--- src/rtl/regfile_wr_arbiter_pkg.sv ---
// Shared definitions for the register-file write-port arbiter.
// Holds the default data width, register-address width, the write-port
// source select encoding and the x0 request filter.
package regfile_wr_arbiter_pkg;

    localparam int RV_XLEN = 32;
    localparam int REG_AW  = 5;

    typedef logic [REG_AW-1:0] reg_addr_t;

    // Which source drives the register-file write port this cycle.
    typedef enum logic [1:0] {
        SEL_NONE   = 2'd0,
        SEL_EX     = 2'd1,
        SEL_FIFO   = 2'd2,
        SEL_BYPASS = 2'd3
    } wb_sel_e;

    // A write to x0 is architecturally a no-op, so it is not a request at all.
    function automatic logic wr_valid(input logic wr, input reg_addr_t addr);
        return wr && (addr != '0);
    endfunction

endpackage

--- src/rtl/regwb_fifo.sv ---
// Purpose: in-order buffer for load writebacks that lost the write port.
// Latency: head visible the cycle after push; pop takes effect on the next edge.
// Backpressure: full flag only; the caller must not push when full or pop when empty.
// Ports: clk_i/reset_i (sync, active-high), en (state update enable),
//        push/wr_dat, pop, head_dat, level, full, empty.
module regwb_fifo #(
    parameter int DEPTH = 2,
    parameter int WIDTH = 37,
    localparam int LW   = $clog2(DEPTH + 1)
) (
    input  logic             clk_i,
    input  logic             reset_i,
    input  logic             en,
    input  logic             push,
    input  logic [WIDTH-1:0] wr_dat,
    input  logic             pop,
    output logic [WIDTH-1:0] head_dat,
    output logic [LW-1:0]    level,
    output logic             full,
    output logic             empty
);

    localparam int PW = $clog2(DEPTH);

    logic [WIDTH-1:0] mem [DEPTH];
    logic [PW-1:0]    wr_ptr;
    logic [PW-1:0]    rd_ptr;
    logic             do_push;
    logic             do_pop;

    assign full     = (level == LW'(DEPTH));
    assign empty    = (level == '0);
    assign do_push  = en && push && !full;
    assign do_pop   = en && pop && !empty;
    assign head_dat = mem[rd_ptr];

    // Storage carries no reset: entries are only read once level says valid.
    always_ff @(posedge clk_i) begin
        if (do_push) begin
            mem[wr_ptr] <= wr_dat;
        end
    end

    // DEPTH is a power of two, so the pointers wrap naturally.
    always_ff @(posedge clk_i) begin
        if (reset_i) begin
            wr_ptr <= '0;
            rd_ptr <= '0;
            level  <= '0;
        end else begin
            if (do_push) begin
                wr_ptr <= wr_ptr + 1'b1;
            end
            if (do_pop) begin
                rd_ptr <= rd_ptr + 1'b1;
            end
            case ({do_push, do_pop})
                2'b10:   level <= level + 1'b1;
                2'b01:   level <= level - 1'b1;
                default: level <= level;
            endcase
        end
    end

endmodule

--- src/rtl/regfile_wr_arbiter.sv ---
// Purpose: shares the register-file write port between EX writeback (always wins) and LSQ load writeback.
// Latency: rf_* is combinational, zero cycles; a blocked load commits the first EX-free cycle it is at the head.
// Backpressure: lsq_ready_o low when the buffer is full (no ready-through-pop); exs_hold_o asks EX to yield.
// Ports: clk_i, reset_i (sync, active-high), clk_en_i; exs_* EX request; lsq_* load request/ready;
//        rf_* write port; rf_src_lsq_o load-commit marker; exs_hold_o; fifo_level_o; lsq_ovf_o (sticky).
module regfile_wr_arbiter
    import regfile_wr_arbiter_pkg::*;
#(
    parameter int DEPTH      = 2,
    parameter int STARVE_MAX = 4,
    parameter int XLEN       = RV_XLEN
) (
    input  logic                         clk_i,
    input  logic                         reset_i,
    input  logic                         clk_en_i,
    input  logic                         exs_wr_i,
    input  logic [REG_AW-1:0]            exs_addr_i,
    input  logic [XLEN-1:0]              exs_data_i,
    input  logic                         lsq_wr_i,
    input  logic [REG_AW-1:0]            lsq_addr_i,
    input  logic [XLEN-1:0]              lsq_data_i,
    output logic                         lsq_ready_o,
    output logic                         rf_wr_o,
    output logic [REG_AW-1:0]            rf_addr_o,
    output logic [XLEN-1:0]              rf_data_o,
    output logic                         rf_src_lsq_o,
    output logic                         exs_hold_o,
    output logic [$clog2(DEPTH+1)-1:0]   fifo_level_o,
    output logic                         lsq_ovf_o
);

    localparam int CW = $clog2(STARVE_MAX + 1);
    localparam logic [CW-1:0] CNT_MAX = CW'(STARVE_MAX);

    typedef struct packed {
        logic [REG_AW-1:0] addr;
        logic [XLEN-1:0]   data;
    } wb_ent_t;

    logic    ex_req;
    logic    lsq_req;
    wb_sel_e sel;
    wb_ent_t lsq_ent;
    wb_ent_t head_ent;
    logic    fifo_push;
    logic    fifo_pop;
    logic    fifo_full;
    logic    fifo_empty;
    logic [CW-1:0] starve_cnt;
    logic [CW-1:0] starve_cnt_nxt;

    assign ex_req  = wr_valid(exs_wr_i, exs_addr_i);
    assign lsq_req = wr_valid(lsq_wr_i, lsq_addr_i);
    assign lsq_ent = '{addr: lsq_addr_i, data: lsq_data_i};

    assign lsq_ready_o = !fifo_full;

    // Priority: EX, then the oldest buffered load, then a bypassing load.
    // Bypass only happens with an empty buffer, which is never full, so it
    // needs no ready qualification.
    always_comb begin
        sel = SEL_NONE;
        if (ex_req) begin
            sel = SEL_EX;
        end else if (!fifo_empty) begin
            sel = SEL_FIFO;
        end else if (lsq_req) begin
            sel = SEL_BYPASS;
        end
    end

    always_comb begin
        rf_wr_o      = 1'b0;
        rf_addr_o    = '0;
        rf_data_o    = '0;
        rf_src_lsq_o = 1'b0;
        case (sel)
            SEL_EX: begin
                rf_wr_o   = 1'b1;
                rf_addr_o = exs_addr_i;
                rf_data_o = exs_data_i;
            end
            SEL_FIFO: begin
                rf_wr_o      = 1'b1;
                rf_addr_o    = head_ent.addr;
                rf_data_o    = head_ent.data;
                rf_src_lsq_o = 1'b1;
            end
            SEL_BYPASS: begin
                rf_wr_o      = 1'b1;
                rf_addr_o    = lsq_addr_i;
                rf_data_o    = lsq_data_i;
                rf_src_lsq_o = 1'b1;
            end
            default: ;
        endcase
    end

    // Any accepted load that did not go straight through gets buffered.
    assign fifo_pop  = (sel == SEL_FIFO);
    assign fifo_push = lsq_req && lsq_ready_o && (sel != SEL_BYPASS);

    regwb_fifo #(
        .DEPTH (DEPTH),
        .WIDTH ($bits(wb_ent_t))
    ) u_fifo (
        .clk_i    (clk_i),
        .reset_i  (reset_i),
        .en       (clk_en_i),
        .push     (fifo_push),
        .wr_dat   (lsq_ent),
        .pop      (fifo_pop),
        .head_dat (head_ent),
        .level    (fifo_level_o),
        .full     (fifo_full),
        .empty    (fifo_empty)
    );

    // Counts EX writes that block a waiting load; any pop restarts it.
    always_comb begin
        starve_cnt_nxt = starve_cnt;
        if (fifo_pop) begin
            starve_cnt_nxt = '0;
        end else if (ex_req && !fifo_empty && (starve_cnt != CNT_MAX)) begin
            starve_cnt_nxt = starve_cnt + 1'b1;
        end
    end

    always_ff @(posedge clk_i) begin
        if (reset_i) begin
            starve_cnt <= '0;
            exs_hold_o <= 1'b0;
            lsq_ovf_o  <= 1'b0;
        end else if (clk_en_i) begin
            starve_cnt <= starve_cnt_nxt;
            if (fifo_pop) begin
                exs_hold_o <= 1'b0;
            end else if (starve_cnt_nxt == CNT_MAX) begin
                exs_hold_o <= 1'b1;
            end
            // A load offered while full is lost; remember it until reset.
            if (lsq_req && !lsq_ready_o) begin
                lsq_ovf_o <= 1'b1;
            end
        end
    end

endmodule

--- config.mk ---
export PLATFORM = sky130hd
export DESIGN_NAME = regfile_wr_arbiter
export DESIGN_NICKNAME = d
export VERILOG_FILES = /design/src/rtl/regfile_wr_arbiter_pkg.sv /design/src/rtl/regwb_fifo.sv /design/src/rtl/regfile_wr_arbiter.sv
export SDC_FILE = /design/constraint.sdc
export NUM_CORES = 1
export LEC_CHECK = 0
export ABC_AREA = 1
export CORE_MARGIN = 3
export CORE_UTILIZATION = 29
export DETAILED_ROUTE_END_ITERATION = 6
export GPL_TIMING_DRIVEN = 0
export SLEW_MARGIN = 20
export SYNTH_ARGS = -nofsm -noshare
export SYNTH_HDL_FRONTEND = slang
export SYNTH_SLANG_ARGS = --single-unit
export TNS_END_PERCENT = 10
--- constraint.sdc ---
create_clock -name clk_i -period 5.7 [get_ports clk_i]
set_input_delay 0.57 -clock clk_i [delete_from_list [all_inputs] [get_ports clk_i]]
set_output_delay 0.57 -clock clk_i [all_outputs]
set_load 0.01 [all_outputs]
### Yosys cells after proc, flatten, opt, wreduce, memory -nomap -nowiden

Memory sizes are Yosys's and may differ from the RTL's. A register that Yosys moved wholly into a read port is not among the register bits.
Index checks and enable logic that the tools add are counted.
W data, S select, Z words.

| word-level totals | value |
|---|---|
| register bits | 9 |
| latch bits | 0 |
| RAM bits | 74 |
| bits in read-only memories | 0 |
| word-level logic and storage cells | 59 |
| memories | 1 |

Memory list:

| name | words | width | rd ports | clocked after Yosys merged registers in | wr ports | RTL line | text |
|---|---|---|---|---|---|---|---|
| u_fifo.mem | 2 | 37 | 1 | 1 | 1 | regwb_fifo.sv:25 | `logic [WIDTH-1:0] mem [DEPTH];` |

| cells by class | value |
|---|---|
| add/sub/neg operators | 5 |
| multipliers | 0 |
| divide/modulo/power cells | 0 |
| $lt $le $gt $ge | 0 |
| eq/ne operators | 9 |
| shift-type cells | 0 |
| multiplexer cells | 16 |
| bitwise operators | 0 |
| reductions and logical operators | 22 |

Operators by type and width:

| kind | number |
|---|---|
| $pmux W32 S3 | 1 |
| $pmux W5 S3 | 1 |
| $logic_and A1 B1 Y1 | 11 |
| $reduce_bool A5 Y1 | 2 |
| $eq A2 B2 Y1 const B | 4 |
| $mux W1 | 8 |
| $mux W2 | 3 |
| $mux W3 | 2 |
| $eq A2 B1 Y1 const B | 2 |
| $pmux W2 S2 | 1 |
| $reduce_and A2 Y1 | 2 |
| $reduce_bool A2 Y1 | 2 |
| $add A3 B1 Y3 const B | 1 |
| $eq A3 B3 Y1 const B | 1 |
| $ne A3 B3 Y1 const B | 1 |
| $reduce_or A3 Y1 | 1 |
| $add A1 B1 Y1 const B | 2 |
| $add A2 B1 Y2 const B | 1 |
| $logic_not A1 Y1 | 2 |
| $logic_not A2 Y1 | 1 |
| $ne A2 B2 Y1 const B | 1 |
| $reduce_or A2 Y1 | 1 |
| $sub A2 B1 Y2 const B | 1 |

### Logic depth before layout (Yosys ltp)

Gate-level depths: netlist of the first run.

| depth | value |
|---|---|
| depth in word-level cells | 11 |
| mapped depth | 12 |
| gate-level depth less buffers | 12 |

### Cells and area by module

A second synthesis of the first run with hierarchy kept.

| second synthesis, totals | value |
|---|---|
| cell total of the unflattened synthesis | 379 |
| area total of the unflattened synthesis | 4166.5 µm² |

By module, submodules not included:

| module | times used | cells an instance | area each (µm²) | seq. area each (µm²) |
|---|---|---|---|---|
| regwb_fifo | 1 | 159 | 3085.5 | 2322.2 |
| regfile_wr_arbiter | 1 | 220 | 1081.0 | 100.1 |

### Worst setup path before layout of the first run

OpenSTA, ideal clock, no wires.

| timing | value |
|---|---|
| path type | input-to-reg |
| from | in lsq_addr_i[4] |
| to | mem u_fifo.mem[0][0], enable pin |
| setup time | 0.431 ns |
| data arrival time | 2.658 ns |
| required time | 5.269 ns |
| setup slack | 2.610 ns |
| stages on the path | 7 |
| path buffers | 0 |
| cell sequence | inv_1 > nand4_1 > nand2_1 > inv_1 > nand3_2 > nand3_1 > nor2_1 |

| between the ends | value |
|---|---|
| cells in the longest elaborated chain, start to end | 11 |

RTL lines:

| item | RTL line | text |
|---|---|---|
| start: declaration | regfile_wr_arbiter.sv:20 | `input logic [REG_AW-1:0] lsq_addr_i,` |
| $reduce_bool A5 Y1 (*) | regfile_wr_arbiter_pkg.sv:21 | `return wr && (addr != '0);` |
| $logic_and A1 B1 Y1 (*) | regfile_wr_arbiter_pkg.sv:21 |  |
| $mux W2 | regfile_wr_arbiter.sv:67 | `end else if (lsq_req) begin` |
| $mux W2 | regfile_wr_arbiter.sv:65 | `end else if (!fifo_empty) begin` |
| $mux W2 | regfile_wr_arbiter.sv:63 | `if (ex_req) begin` |
| $ne A2 B2 Y1 | regfile_wr_arbiter.sv:101 | `assign fifo_push = lsq_req && lsq_ready_o && (sel != SEL_BYPASS);` |
| $logic_and A1 B1 Y1 (*) | regfile_wr_arbiter.sv:101 |  |
| $logic_and A1 B1 Y1 (*) (2 in series) | regwb_fifo.sv:33 | `assign do_push = en && push && !full;` |
| $mux W1 (*) | regwb_fifo.sv:39 | `if (do_push) begin` |
| $mux W1 (not written as such) (*) | regwb_fifo.sv:40 | `mem[wr_ptr] <= wr_dat;` |
| end: declaration | regwb_fifo.sv:25 |  |

Mark *: on every way between the ends. The rest lies on a longest branch, timed or not.

### Worst setup path in the final report of the first run

| timing | value |
|---|---|
| from | in lsq_addr_i[4] |
| to | out rf_addr_o[4] |

| between the ends | value |
|---|---|
| cells in the longest elaborated chain, start to end | 7 |

RTL lines:

| item | RTL line | text |
|---|---|---|
| $reduce_bool A5 Y1 | regfile_wr_arbiter_pkg.sv:21 |  |
| $logic_and A1 B1 Y1 | regfile_wr_arbiter_pkg.sv:21 |  |
| $mux W2 | regfile_wr_arbiter.sv:67 |  |
| $mux W2 | regfile_wr_arbiter.sv:65 |  |
| $mux W2 | regfile_wr_arbiter.sv:63 |  |
| $eq A2 B2 Y1 or $eq A2 B1 Y1 (tied branches) | regfile_wr_arbiter.sv:77 | `case (sel)` |
| $pmux W5 S3 (*) | regfile_wr_arbiter.sv:77 |  |
| end: declaration | regfile_wr_arbiter.sv:24 | `output logic [REG_AW-1:0] rf_addr_o,` |

Marked as above.

==> metrics, run 1 <==
die width=126 um; Final Hold Fails=0; status=completed; Crit path depth=10; share of post-route cells with drive strength above 1=15.5%; Residual DRC=0; synthesized area per cell=12.9 sq um; Worst Reg2Reg Path Length in Cells=5; hold depth=2; synth warn=0; Detailed Route Iter0 Violations=121; Clock Tree Buf Depth=2; Slew HR=66.0%; antenna violations before repair=0; Post-DP HPWL=7.20 mm; crit path cell chain=clkdlybuf4s50_1 > inv_1 > nand4_1 > nand2_1 > inv_1 > nand3_2 > buf_6 > buf_6 > o221ai_2 > clkdlybuf4s50_1; global-route wire length before repair=15.6 mm; Gate Count Post-Synth=324; total grt overflow=0; Num Clock Sinks=84; Arrival @ worst endpoint=2670 ps; Initial Utilization=29.8%; Unique masters post-synth=22; CP required=5130 ps; CP max FO=10; VDD IR max=0.000111 V; post-route setup slack=2460 ps; Synth Net Count=406; Max Transition Viols Final=0; CP Launch Type=input pin; RSZ-0062 raised after global routing=false; H-tree depth=3; commonest non-fill, non-tap cells in the layout=clkdlybuf4s50_1, edfxtp_1, inv_1; Slew @ Worst Pin=509 ps; Setup WS pre-CTS=2450 ps; Post-CTS Setup Bufs=0; fin crit share=56.8%; CTS clk-pin slew, worst paths=60 ps; drt first pass iters=5; via count=2963; IO Count=123; GPL Wtd Cong=0.794; largest net degree at the start of global routing=25; diode count=0; worst hold path type=flip-flop to flip-flop; DR WL/cell=15.3 um; CTS tree=built; core area=14000 sq um; Die Height=126 um; MaxCap Viol Count=0; Total Wirelength=9.83 mm; flops & latches, synth=84; number of flops mapped to enable cells by yosys=74; family with the most delay on the worst path=buffers and inverters; Worst Skew=5.13 ps; sequential area share after synthesis=58.1%; Pleak=0.00216 uW; DR vias/cell=4.60; number of gates resized after cts=0; NumNets Final=541; Crit path buffers/inverters=6; Port Buffers=122; die area=15900 sq um; Synth area leader=edfxtp_1; CP endpoint kind=output port; crit-path max cell delay=590 ps; number of global-route vias before repair=3067; hold_buf cts=0; final setup vio count=0; cell area after synthesis=4170 sq um; GR Util All Layers=12.4%; clk_lat worst skew=330 ps; largest cells by area after synthesis=edfxtp_1, o221ai_2, mux2i_1; Routed Antenna Nets=0; top cell type's share of synthesized area=53.3%; Max Fclk=309 MHz; Primary FF master, synth=edfxtp_1; root buffer cell=clkbuf_16; num rows=43; minimum clock period=3240 ps; most common cell after layout, fill and taps aside=clkdlybuf4s50_1; Syn-to-layout area delta=42.8%; Power Dens Cells=277 nW/um^2; setup_tns=0 ps; TritonCTS Buffers=9; Worst Path Class, Setup=input pin to output port; asr flop ratio synth=0%; CP max-delay cell=clkdlybuf4s50_1
## flip-flops by register name, indices dropped and copies added (netlist names), named ones only
name           flops
u_fifo.mem        74
starve_cnt         3
u_fifo.level       2
exs_hold_o         1
lsq_ovf_o          1
u_fifo.rd_ptr      1
u_fifo.wr_ptr      1
## through the flow
| stage | util (%) | total power (uW) | area, sq um | hold slack (ps) | cells |
|---|---|---|---|---|---|
| finish | 42.6 | 1650 | 5960 | 455 | 644 |
| global route | 42.6 | 1720 | 5960 | 494 | 644 |
| CTS | 42.6 | 1670 | 5960 | 460 | 644 |
| detailed placement | 40.6 | 1110 | 5670 | 451 | 628 |
| global placement | 40.2 | 1100 | 5620 | 445 | 626 |
| floorplan | - | 918 | 4170 | 448 | 324 |
## where the power goes
group | leakage [uW] | switching [uW] | internal [uW]
clock network | 0.000144 | 220 | 337
registers | 0.000757 | 9.85 | 698
logic | 0.00126 | 180 | 203
total | 0.00216 | 409 | 1240
## worst register-to-register path: stages, from the launching register on
cell and delay [ps]:
dfxtp_1 460, nor2_1 100, inv_1 110, nand3_1 230
nor2_4 480, buf_12 260
## cell usage after synthesis (3+ instances only)
cell / instances
mux2i_1: 37
buf_2: 6
ha_1: 3
dfxtp_1: 10
buf_12: 3
a21oi_1: 7
edfxtp_1: 74
o221ai_1: 6
nand3_1: 5
o221ai_2: 31
buf_6: 5
nand4_1: 5
nor2_4: 4
nor2_1: 12
nand2_1: 49
xor2_1: 3
inv_1: 53
o21ai_0: 6
## area by class of cell
| cell class | instances | area, sq um |
|---|---|---|
| Buffer | 15 | 154 |
| Tap cell | 180 | 225 |
| Multi-Input combinational cell | 172 | 1410 |
| Sequential cell | 84 | 2420 |
| Timing Repair Buffer | 124 | 1260 |
| Fill cell | 1335 | 8030 |
| Clock buffer | 11 | 233 |
| Clock inverter | 5 | 51.3 |
| Inverter | 53 | 199 |
## routing by layer
layer / global-route usage [%] / up-vias / part of all wire [%]
li1: - / 1446 / -
met1: 15.3 / 1424 / 43
met2: 21.0 / 85 / 49
met3: 2.97 / 8 / 6.2
met4: 4.29 / 0 / 1.0
met5: 0 / - / 0
## cell families (layout without fill, tap and decap cells)
group | Yosys count | in the layout | synth area share, %
AO/OA/AOI/OAI | 50 | 50 | 14.0
XOR/XNOR | 3 | 3 | 0.630
adder cells (fa/ha/maj) | 3 | 3 | 0.900
buffers and inverters | 68 | 208 | 8.46
flip-flops | 84 | 84 | 58.1
multiplexers | 37 | 37 | 8.88
AND/OR/NAND/NOR | 79 | 79 | 9.12
## path summary, 6_finish.rpt
check | start | end | slack (ps)
max | lsq_addr_i[4] | rf_addr_o[4] | 2460
min | lsq_ovf_o$_SDFFE_PP0P_ | lsq_ovf_o$_SDFFE_PP0P_ | 460
max reg2reg | u_fifo.level[0]$_SDFFE_PP0P_ | u_fifo.mem[0][12]$_DFFE_PP_ | 3750
min reg2reg | lsq_ovf_o$_SDFFE_PP0P_ | lsq_ovf_o$_SDFFE_PP0P_ | 460
Note: power is estimated with default switching activity, not from simulation.
==> inputs of run 2 (changes only) <==
==> constraint.sdc (replaced) <==
create_clock -name clk_i -period 3.26 [get_ports clk_i]
set_input_delay 0.326 -clock clk_i [delete_from_list [all_inputs] [get_ports clk_i]]
set_output_delay 0.326 -clock clk_i [all_outputs]
set_load 0.01 [all_outputs]
==> results of run 2 <==
The final DEF is identical to that of run 1. Status: completed.
Main changes from that run: setup slack after placement 2450 ps -> 499 ps; setup slack after layout 2460 ps -> 509 ps; register-to-register setup slack 3750 ps -> 1310 ps; total power 1650 uW -> 2880 uW; worst IR drop on VDD 0.000111 V -> 0.000195 V
